<file path="config.mk">
export PLATFORM = sky130hd
export DESIGN_NAME = dot_product_stream
export DESIGN_NICKNAME = d
export VERILOG_FILES = /design/src/rtl/dot_product_stream_pkg.sv /design/src/rtl/dot_product_stream_mac.sv /design/src/rtl/dot_product_stream.sv
export SDC_FILE = /design/constraint.sdc
export NUM_CORES = 1
export LEC_CHECK = 0
export BUFFER_PORTS_ARGS = -buffer_cell sky130_fd_sc_hd__clkbuf_2
export CORE_MARGIN = 1.5
export CORE_UTILIZATION = 28
export DETAILED_ROUTE_END_ITERATION = 7
export PLACE_DENSITY = 0.48
export SLEW_MARGIN = 20
export SYNTH_ARGS = -nofsm -noshare
export SYNTH_HDL_FRONTEND = slang
export SYNTH_HIERARCHICAL = 1
export SYNTH_SLANG_ARGS = --single-unit
</file>
<file path="constraint.sdc">
create_clock -name clk -period 10.53 [get_ports clk]
set_input_delay 0.5265 -clock clk [delete_from_list [all_inputs] [get_ports clk]]
set_output_delay 0.5265 -clock clk [all_outputs]
set_load 0.02 [all_outputs]
</file>
<file path="src/rtl/dot_product_stream_pkg.sv">
// Shared types and default sizing for the serial dot-product block.
package dot_pkg;

    localparam int DOT_DATA_W  = 8;
    localparam int DOT_VEC_LEN = 4;
    localparam int DOT_ACC_W   = 2 * DOT_DATA_W + $clog2(DOT_VEC_LEN);

    typedef enum logic {
        ACCUM = 1'b0,
        DONE  = 1'b1
    } dot_state_e;

    typedef logic [DOT_DATA_W-1:0] elem_t;
    typedef logic [DOT_ACC_W-1:0]  acc_t;

endpackage

</file>
<file path="src/rtl/dot_product_stream_mac.sv">
// Combinational multiply-accumulate: sum = acc + ext(a*b).
// Define DOT_PRODUCT_STREAM_SIGNED_EN for two's-complement operands and sign extension.
module dot_mac #(
    parameter int DATA_W = 8,
    parameter int ACC_W  = 18
) (
    input  logic [DATA_W-1:0] a,
    input  logic [DATA_W-1:0] b,
    input  logic [ACC_W-1:0]  acc,
    output logic [ACC_W-1:0]  sum
);

    logic signed [2*DATA_W-1:0] a_ext;
    logic signed [2*DATA_W-1:0] b_ext;
    logic signed [2*DATA_W-1:0] prod;
    logic        [ACC_W-1:0]    prod_ext;

    // Operands are widened to the full product width first, so the low
    // 2*DATA_W bits of the product are exact in either number format.
    always_comb begin
`ifdef DOT_PRODUCT_STREAM_SIGNED_EN
        a_ext    = {{DATA_W{a[DATA_W-1]}}, a};
        b_ext    = {{DATA_W{b[DATA_W-1]}}, b};
        prod     = a_ext * b_ext;
        prod_ext = {{(ACC_W-2*DATA_W){prod[2*DATA_W-1]}}, prod};
`else
        a_ext    = {{DATA_W{1'b0}}, a};
        b_ext    = {{DATA_W{1'b0}}, b};
        prod     = a_ext * b_ext;
        prod_ext = {{(ACC_W-2*DATA_W){1'b0}}, prod};
`endif
        sum = acc + prod_ext;
    end

endmodule

</file>
<file path="src/rtl/dot_product_stream.sv">
// Streaming serial dot product: one (a,b) pair per beat, result on a valid/ready output.
// Signed operation is selected with the DOT_PRODUCT_STREAM_SIGNED_EN macro.
module dot_product_stream
    import dot_pkg::*;
#(
    parameter int DATA_W  = DOT_DATA_W,
    parameter int VEC_LEN = DOT_VEC_LEN,
    parameter int ACC_W   = 2 * DATA_W + $clog2(VEC_LEN)
) (
    input  logic              clk,
    input  logic              rst,
    input  logic              in_valid,
    output logic              in_ready,
    input  logic [DATA_W-1:0] in_a,
    input  logic [DATA_W-1:0] in_b,
    output logic              out_valid,
    input  logic              out_ready,
    output logic [ACC_W-1:0]  out_result,
    output logic              busy
);

    localparam int CNT_W = $clog2(VEC_LEN);
    localparam logic [CNT_W-1:0] LAST_IDX = CNT_W'(VEC_LEN - 1);

    dot_state_e       state;
    logic [CNT_W-1:0] count;
    logic [ACC_W-1:0] acc;
    logic [ACC_W-1:0] sum;
    logic             accept;

    dot_mac #(
        .DATA_W(DATA_W),
        .ACC_W (ACC_W)
    ) u_mac (
        .a  (in_a),
        .b  (in_b),
        .acc(acc),
        .sum(sum)
    );

    assign in_ready  = (state == ACCUM);
    assign out_valid = (state == DONE);
    assign busy      = (count != '0) || (state == DONE);
    assign accept    = in_valid && in_ready;

    always_ff @(posedge clk or posedge rst) begin
        if (rst) begin
            state      <= ACCUM;
            count      <= '0;
            acc        <= '0;
            out_result <= '0;
        end else begin
            case (state)
                ACCUM: begin
                    if (accept) begin
                        if (count == LAST_IDX) begin
                            out_result <= sum;
                            count      <= '0;
                            state      <= DONE;
                        end else begin
                            acc   <= sum;
                            count <= count + CNT_W'(1);
                        end
                    end
                end
                DONE: begin
                    // Result stays on out_result until the consumer takes it.
                    if (out_ready) begin
                        acc   <= '0;
                        state <= ACCUM;
                    end
                end
                default: state <= ACCUM;
            endcase
        end
    end

endmodule

</file>
# Word-level counts from Yosys, hierarchy flattened
# Index checks and enable logic that the tools add are counted.
# word_totals
reg_bits	39
inputBits	20
output_inout_bits	21
# op_classes
addsub	2
n_mul	1
eq_ne	4
muxes	9
bitwise_logic	1
n_reduce_logical	6
# ops
operator	n
2-to-1 mux 18 bit	3
one-hot mux 18 bit (2 select lines)	1
adder 18 x 16 -> 18 bit	1
multiplier 8 x 8 -> 16 bit	1
AND reduction 3 bit	2
!= test 2 bit (second input constant)	2
2-to-1 mux 1 bit	3
adder 2 x 1 -> 2 bit (second input constant)	1
equality test 2 bit (second input constant)	1
2-to-1 mux 2 bit	1
!= test 2 x 1 -> 1 bit (second input constant)	1
one-hot mux 1 bit (2 select lines)	1
AND reduction 2 bit	1
nonzero test 2 bit	1
logical AND 1 bit	1
logical OR 1 bit	1
inverter 1 bit	1

# Logic depth before layout (Yosys ltp)
# Gate-level depths: netlist of run 1.
# depth
ltp_word	5
ltp_mapped	18
depth_no_buf	17

# By module
# Netlist of run 1, hierarchy kept.
# modules_own_cells
module	instances	cells_each	area_per_inst_um2
dot_mac	1	328	2731.4
dot_product_stream	1	124	1657.8

# Worst setup path after synthesis of run 1
# No wires, ideal clock.
# synth_path
path_type	input-to-reg
from	input in_b[7]
to	register out_result[17]
setup_time_ns	0.125
arrival_ns	4.684
required_time_ns	10.405
slack_ns	5.721
path_stages	15
path_cell_list	and2_1 > fa_1 > fa_1 > fa_1 > inv_1 > fa_1 > inv_1 > ha_1 > buf_6 > a21o_1 > and3_4 > a311o_2 > o41ai_2 > xnor2_1 > mux2_4
# synth_between
elab_chain_cells	2
# synth_rtl
item	line_no	rtl
start: declaration	dot_product_stream.sv:15	input logic [DATA_W-1:0] in_b,
multiplier 8 x 8 -> 16 bit	dot_product_stream_mac.sv:29	prod = a_ext * b_ext;
adder 18 x 16 -> 18 bit	dot_product_stream_mac.sv:32	sum = acc + prod_ext;
via sum[17]	dot_product_stream.sv:28	logic [ACC_W-1:0] sum;
end signal: assignment	dot_product_stream.sv:57	out_result <= sum;
end: declaration	dot_product_stream.sv:18	output logic [ACC_W-1:0] out_result,
# The timed path passes the listed nets, and every way through them passes these cells.
# A chain may end at the register's enable or synchronous reset.

# Worst setup path after layout of run 1
# layout_path
from	input in_b[7]
to	register acc[14]
# layout_between
elab_chain_cells	5
# layout_rtl
item	line_no	rtl
multiplier 8 x 8 -> 16 bit	dot_product_stream_mac.sv:29	
adder 18 x 16 -> 18 bit	dot_product_stream_mac.sv:32	
via sum[14]	dot_product_stream.sv:28	
2-to-1 mux 18 bit	dot_product_stream.sv:56	if (count == LAST_IDX) begin
2-to-1 mux 18 bit	dot_product_stream.sv:55	if (accept) begin
one-hot mux 18 bit (2 select lines)	dot_product_stream.sv:53	case (state)
end signal: assignment	dot_product_stream.sv:61	acc <= sum;
end: declaration	dot_product_stream.sv:27	logic [ACC_W-1:0] acc;
# The timed path passes the listed nets, and every way through them passes these cells. The select of a mux whose other input is x is not followed.

==> out/metrics.csv, run 1 <==
stage,metric,value,unit
outcome,status,finished clean,
synth,share of the yosys chip area belonging to registers,0.222,
clock_network,worst-skew pair later-pin latency,0.28,ns
clock_network,CTS tree,yes,
sta,Final TNS setup,0,ns
worst_setup_path,crit path cell chain,"clkbuf_2, and2_1, fa_1, fa_1, fa_1, inv_1, fa_1, inv_1, ha_1, a21o_1, and3_4, a21o_2, or2_2, o311ai_0, mux2i_1, o21ai_0",
worst_setup_path,critical path data required time,10.73,ns
placement,port bufs,40,
worst_setup_path,Critical-path top delay cell,fa_1,
route,vias post-DR,3157,
synth,synth unique cells,50,
synth,Ys Warns,6,
placement,Post-DP HPWL,8090,microns
synth,Most used DFF post-synth,dfrtp_1,
worst_setup_path,Crit path largest cell delay,0.54,ns
global_route,first-pass GRT wire length,16900,microns
synth,"count leader, synth",inv_1,
clock_network,post-CTS resize count,0,
clock_network,clk sinks,39,
clock_network,Longest Clk Path Bufs,2,
floorplan,row count,45,
floorplan,CORE AREA,0.0153,sq mm
sta,Final period util,0.479,
route,DRC Markers,0,
worst_setup_path,"Buf+Inv Stages, Crit Path",3,
clock_network,total CTS buffers,5,
route,vias per cell,4.47,
layout,# diodes,0,
worst_setup_path,largest fanout on the critical path,8,
floorplan,Starting Density,0.288,
synth,"top cells by count, synth","95 x inv_1, 51 x nand2_1, 50 x fa_1, 42 x ha_1, 39 x dfrtp_1",
route,routed wire length,9860,microns
layout,Non-Filler Instances,706,
synth,post-synthesis register bit count,39,
route,DRT iter0 DRCs,114,
global_route,initial antenna violation count,0,
layout,area delta synth->final,12.7,%
synth,syn nets,564,
floorplan,die width,128,microns
flow_run,Max-cap violations,0,
global_route,number of global-route vias before repair,3255,
route,TritonRoute pass-1 iters,4,
sta,Final Setup Violations,0,
floorplan,die height,128,microns
layout,layout cells sized above 1,0.154,
synth,share of Yosys cell area claimed by the top area cell type,0.228,
sta,min Tclk post-route,5.05,ns
worst_setup_path,WP data arrival,5.25,ns
sta,Max Clock Skew,0.00450,ns
floorplan,total I/O pin count,41,
synth,top post-synthesis cells by area,"fa_1 23%, dfrtp_1 22%, ha_1 12%",
synth,cells after synthesis,452,
synth,cell area after synthesis,0.00439,sq mm
sta,RSZ-0062 raised after global routing,false,
clock_network,CTS Hold Bufs,0,
clock_network,clk slew on worst S/H paths,0.06,ns
synth,"area leader, netlist",fa_1,
global_route,largest net degree at the start of global routing,40,
worst_setup_path,Setup Crit Path Kind,primary input to register,
placement,placed insts,698,
route,DRT antenna net count,0,
clock_network,htree depth,2,
global_route,Total GRT Usage,0.131,
placement,RePlAce Congestion,0.767,
route,DR WL/cell,14.0,microns
worst_setup_path,CP dominant cell by count,fa_1,
floorplan,Die Area,0.0164,sq mm
clock_network,Root Driver,clkbuf_16,
synth,"Avg Cell Area, Syn",9.71,sq um
global_route,GRT overflow,0,
sta,Pins Over Slew Limit,0,
worst_setup_path,CP startpoint kind,primary input,
synth,Synth async-reset ratio,1.00,
sta,final hold vios,0,
hold_path,HP Class,primary input to asynchronous set/reset pin,
layout,final net count,606,
sta,Slew Limit Headroom,0.358,
clock_network,Setup Buffers After CTS,0,
worst_setup_path,Top Family by Delay on Critical Path,adder cells,
worst_setup_path,CP endpoint kind,register,
synth,Post-synth EDFFs,0,
sta,Slew @ Worst Pin,0.962,ns
sta,fmax,198,MHz
## layout by cell type, fill, tap and decap left out, types with 2 or more instances in the layout
cell type and n:
o311ai_0 3, clkbuf_1 2, mux2i_1 14, o21ai_0 20, a21oi_1 7, a22o_1 5
fa_1 50, nand2_1 51, inv_1 95, nor3b_1 2, clkbuf_16 5, xor2_1 2
nor2_1 10, or2_2 2, mux2_2 9, dfrtp_1 39, a21boi_0 2, and2_1 33
nand2b_1 4, or3_1 3, a211oi_1 3, mux2_4 9, nor2b_1 4, nand3_1 2
ha_1 42, xnor2_1 5, a31oi_1 2, clkbuf_2 40, a21o_1 8
## path summary, 6_finish.rpt
check | startpoint | end | slack, ns | cells past startpoint
hold reg to reg | acc[3] | acc[3] | 0.50 | 1
max in group asynchronous | rst | acc[1] | 9.82 | 3
min in group clk | out_ready | out_valid | 0.44 | 2
setup / recovery | in_b[7] | acc[14] | 5.48 | 16
hold / removal | rst | out_result[8] | 0.36 | 3
setup reg to reg | acc[6] | acc[14] | 5.76 | 16
## state kept, by name (all words and copies together) (netlist names)
signal	count
acc	18
out_result	18
count	2
out_valid	1
## tightest hold or removal path: stages
cell and delay (ns):
clkbuf_2 0.08, inv_1 0.04, buf_4 0.44
## layout make-up
class,instances,area (sq um)
clock inverter,1,5.00
tap,211,264
sequential,39,976
timing repair buffer,41,208
multi-input combinational,312,3010
fill,1578,10300
clock buffer,7,133
inverter,95,357
## cells by family after synthesis
group,Yosys count,share of synthesized area
AO/OA/AOI/OAI,59,0.0915
XOR/XNOR,7,0.0140
adder cells (fa/ha/maj),92,0.348
buffers and inverters,101,0.0926
multiplexers,32,0.0858
AND/OR/NAND/NOR,122,0.146
flip-flops,39,0.222
## layer usage
layer	GRT usage	vias up	routed length, microns
li1	-	1530	-
met1	0.167	1585	4340
met2	0.235	35	5200
met3	0.0255	7	245
met4	0.0205	0	71
met5	0	-	0
## through the flow
step	hold WS, ns	cell area, sq um	util	setup slack (ns)
3_3_place_gp	0.488	4810	0.315	5.19
2_1_floorplan	0.471	4390	-	5.72
4_1_cts	0.376	4950	0.324	5.42
6_report	0.358	4950	0.324	5.48
5_1_grt	0.423	4950	0.324	5.24
3_5_place_dp	0.491	4810	0.315	5.14
Power of run 1 is not shown: default switching activity piles up to over one toggle a cycle in this logic, so the estimate is an artifact.
==> run 2: changes to the inputs <==
--- a/config.mk
+++ b/config.mk
@@ -9,7 +9,7 @@
 export CORE_MARGIN = 1.5
 export CORE_UTILIZATION = 28
 export DETAILED_ROUTE_END_ITERATION = 7
-export PLACE_DENSITY = 0.48
+export PLACE_DENSITY = 0.49
 export SLEW_MARGIN = 20
 export SYNTH_ARGS = -nofsm -noshare
 export SYNTH_HDL_FRONTEND = slang
==> constraint.sdc (replaced) <==
create_clock -name clk -period 4 [get_ports clk]
set_input_delay 0.2 -clock clk [delete_from_list [all_inputs] [get_ports clk]]
set_output_delay 0.2 -clock clk [all_outputs]
set_load 0.02 [all_outputs]
==> run 2 against run 1 <==
Compared with the run above: register-to-register slack lost 6.0 ns; flip-flop and latch count is the same; the flow now finishes with violations (setup timing); global-route usage grew 0.39 points; wire length grew 5.7%; clock-buffer cell count shrank 1; critical path depth grew 1.
==> out/metrics.csv, run 2 (synthesis gave the netlist of run 1 again) <==
stage,metric,value,unit,change
outcome,status,"finished, violations left",,
outcome,failing checks,setup timing,,
floorplan,CORE AREA,0.0153,sq mm,unchanged
global_route,met3 usage,0.0246,,-0.000835
worst_setup_path,worst reg2reg path startpoint,acc[6],,
layout,Non-Filler Instances,773,,+9.5%
global_route,GRT overflow,0,,unchanged
global_route,initial antenna violation count,0,,unchanged
worst_setup_path,Crit path largest cell delay,0.54,ns,about the same
global_route,gr busiest metal,met2,,
worst_setup_path,Setup Crit Path Kind,register to register,,
worst_setup_path,Reg2Reg Depth,17,,+1
worst_setup_path,reg2reg end,acc[10],,
worst_setup_path,CP dominant cell by count,fa_1,,
worst_setup_path,Critical-path top delay cell,or4b_4,,
sta,Slew @ Worst Pin,0.923,ns,-0.0393 ns
placement,placed insts,751,,+7.6%
hold_path,HP Class,primary input to asynchronous set/reset pin,,
worst_setup_path,largest fanout on the critical path,3,,-5
clock_network,clk slew on worst S/H paths,0.06,ns,about the same
clock_network,htree depth,2,,unchanged
clock_network,Longest Clk Path Bufs,2,,unchanged
worst_setup_path,"Buf+Inv Stages, Crit Path",5,,+2
route,routed wire length,10400,microns,+5.7%
sta,setup ws final,-0.213,ns,-5.69 ns
worst_setup_path,reg-to-reg setup timing slack,-0.21,ns,-5.97 ns
global_route,largest net degree at the start of global routing,40,,unchanged
sta,Pins Over Slew Limit,0,,unchanged
flow_run,Max-cap violations,0,,unchanged
floorplan,row count,45,,unchanged
route,DR WL/cell,13.5,microns,-3.4%
placement,DP Area,0.00532,sq mm,+11%
worst_setup_path,crit path cell chain,"inv_2, fa_1, inv_1, fa_1, inv_1, fa_2, fa_1, inv_2, ha_4, a21o_1, a21oi_2, a21boi_2, buf_4, or4b_4, o311ai_4, mux2i_1, o21ai_1",,
clock_network,CTS tree,yes,,
worst_setup_path,CP startpoint kind,register,,
layout,# diodes,0,,unchanged
sta,fmax,237,MHz,
layout,final net count,673,,+11%
route,vias post-DR,3388,,+7.3%
worst_setup_path,WP data arrival,4.41,ns,-0.84 ns
clock_network,CTS Hold Bufs,0,,unchanged
sta,final hold vios,0,,unchanged
worst_setup_path,Worst path depth,17,,+1
sta,Final period util,1.05,,
route,vias per cell,4.38,,-2.0%
layout,Finished Cell Area,0.00587,sq mm,+19%
global_route,Total GRT Usage,0.135,,+0.00387
layout,layout cells sized above 1,0.336,,+0.183
placement,Post-DP HPWL,8540,microns,+5.6%
clock_network,total CTS buffers,5,,unchanged
sta,Max Clock Skew,0.00372,ns,-0.000781 ns
floorplan,total I/O pin count,41,,unchanged
worst_setup_path,CP endpoint,acc[10],,
global_route,number of global-route vias before repair,3613,,+11%
clock_network,clk sinks,39,,unchanged
route,DRT iter0 DRCs,87,,-24%
layout,"most common cell after layout, fill and taps aside",inv_1,,
route,TritonRoute pass-1 iters,4,,unchanged
global_route,GR met1 Demand/Resource,0.176,,+0.00927
global_route,first-pass GRT wire length,17700,microns,+4.9%
worst_setup_path,CP endpoint kind,register,,
sta,min Tclk post-route,4.21,ns,
floorplan,die height,128,microns,unchanged
clock_network,Root Driver,clkbuf_16,,
floorplan,Starting Density,0.288,,unchanged
sta,RSZ-0062 raised after global routing,true,,
worst_setup_path,critical path data required time,4.20,ns,-6.53 ns
sta,Final Setup Violations,15,,+15
layout,Largest regs,"acc (18), out_result (18), count (2)",,
worst_setup_path,Top Family by Delay on Critical Path,adder cells,,
layout,fin util,0.385,,+0.0605
route,DRC Markers,0,,unchanged
worst_setup_path,Worst Setup SP,acc[6],,
layout,area delta synth->final,33.8,%,
sta,Final TNS setup,-1.46,ns,-1.46 ns
placement,RePlAce Congestion,0.803,,+4.8%
clock_network,worst-skew pair later-pin latency,0.28,ns,about the same
sta,Slew Limit Headroom,0.385,,+0.0262
route,DRT antenna net count,0,,unchanged
global_route,met2 usage,0.239,,+0.00443
floorplan,Die Area,0.0164,sq mm,unchanged
layout,"leading cell types in the layout, fill and taps excluded","83 x inv_1, 66 x buf_4, 49 x nand2_1, 47 x fa_1, 39 x dfrtp_1",,
placement,port bufs,40,,unchanged
floorplan,die width,128,microns,unchanged
==> run 2: how the worst min path moves through the flow <==
stage               startpoint             to  slack (ns)  depth (start not counted)
floorplan            out_ready      out_valid        0.30                          1
global placement           rst  out_result[7]        0.34                          3
detailed placement         rst       count[1]        0.34                          3
CTS                        rst         acc[8]        0.04                          3
global route               rst       count[1]        0.09                          3
finish                     rst       count[1]        0.02                          3
==> run 2: worst min-delay path, delay by kind of cell <==
kind | cells | cell delay [ns]
buffers and inverters | 3 | 0.55
==> run 2: area by class of cell <==
cell class	instances	area (sq um)
fill	1555	9390
multi-input combinational	312	3320
sequential	39	976
timing repair buffer	108	763
inverter	95	357
tap	211	264
clock buffer	6	129
clock inverter	2	60.1
==> run 2: what timing repair did <==
item                       4_1_cts  5_1_grt
gates resized for setup         35       25
setup endpoints to repair       18       22
setup buffers                    8        6
pin swaps                       32       16
cloned                           0        0
==> run 2: per-stage QoR <==
stage                     setup WS (ns)  hold WS [ns]
after floorplan                  -0.135         0.296
after global placement           -0.570         0.337
after detailed placement         -0.558         0.336
after CTS                        -0.290        0.0391
after global routing             -0.380        0.0945
final                            -0.213        0.0189
==> run 2: routing by layer <==
layer	up-vias	share of wire	wire length, microns
li1	1659	-	-
met1	1695	0.45	4700
met2	28	0.52	5460
met3	6	0.018	183
met4	0	0.0076	79
met5	-	0	0
Power of run 2 is left out for the same reason.
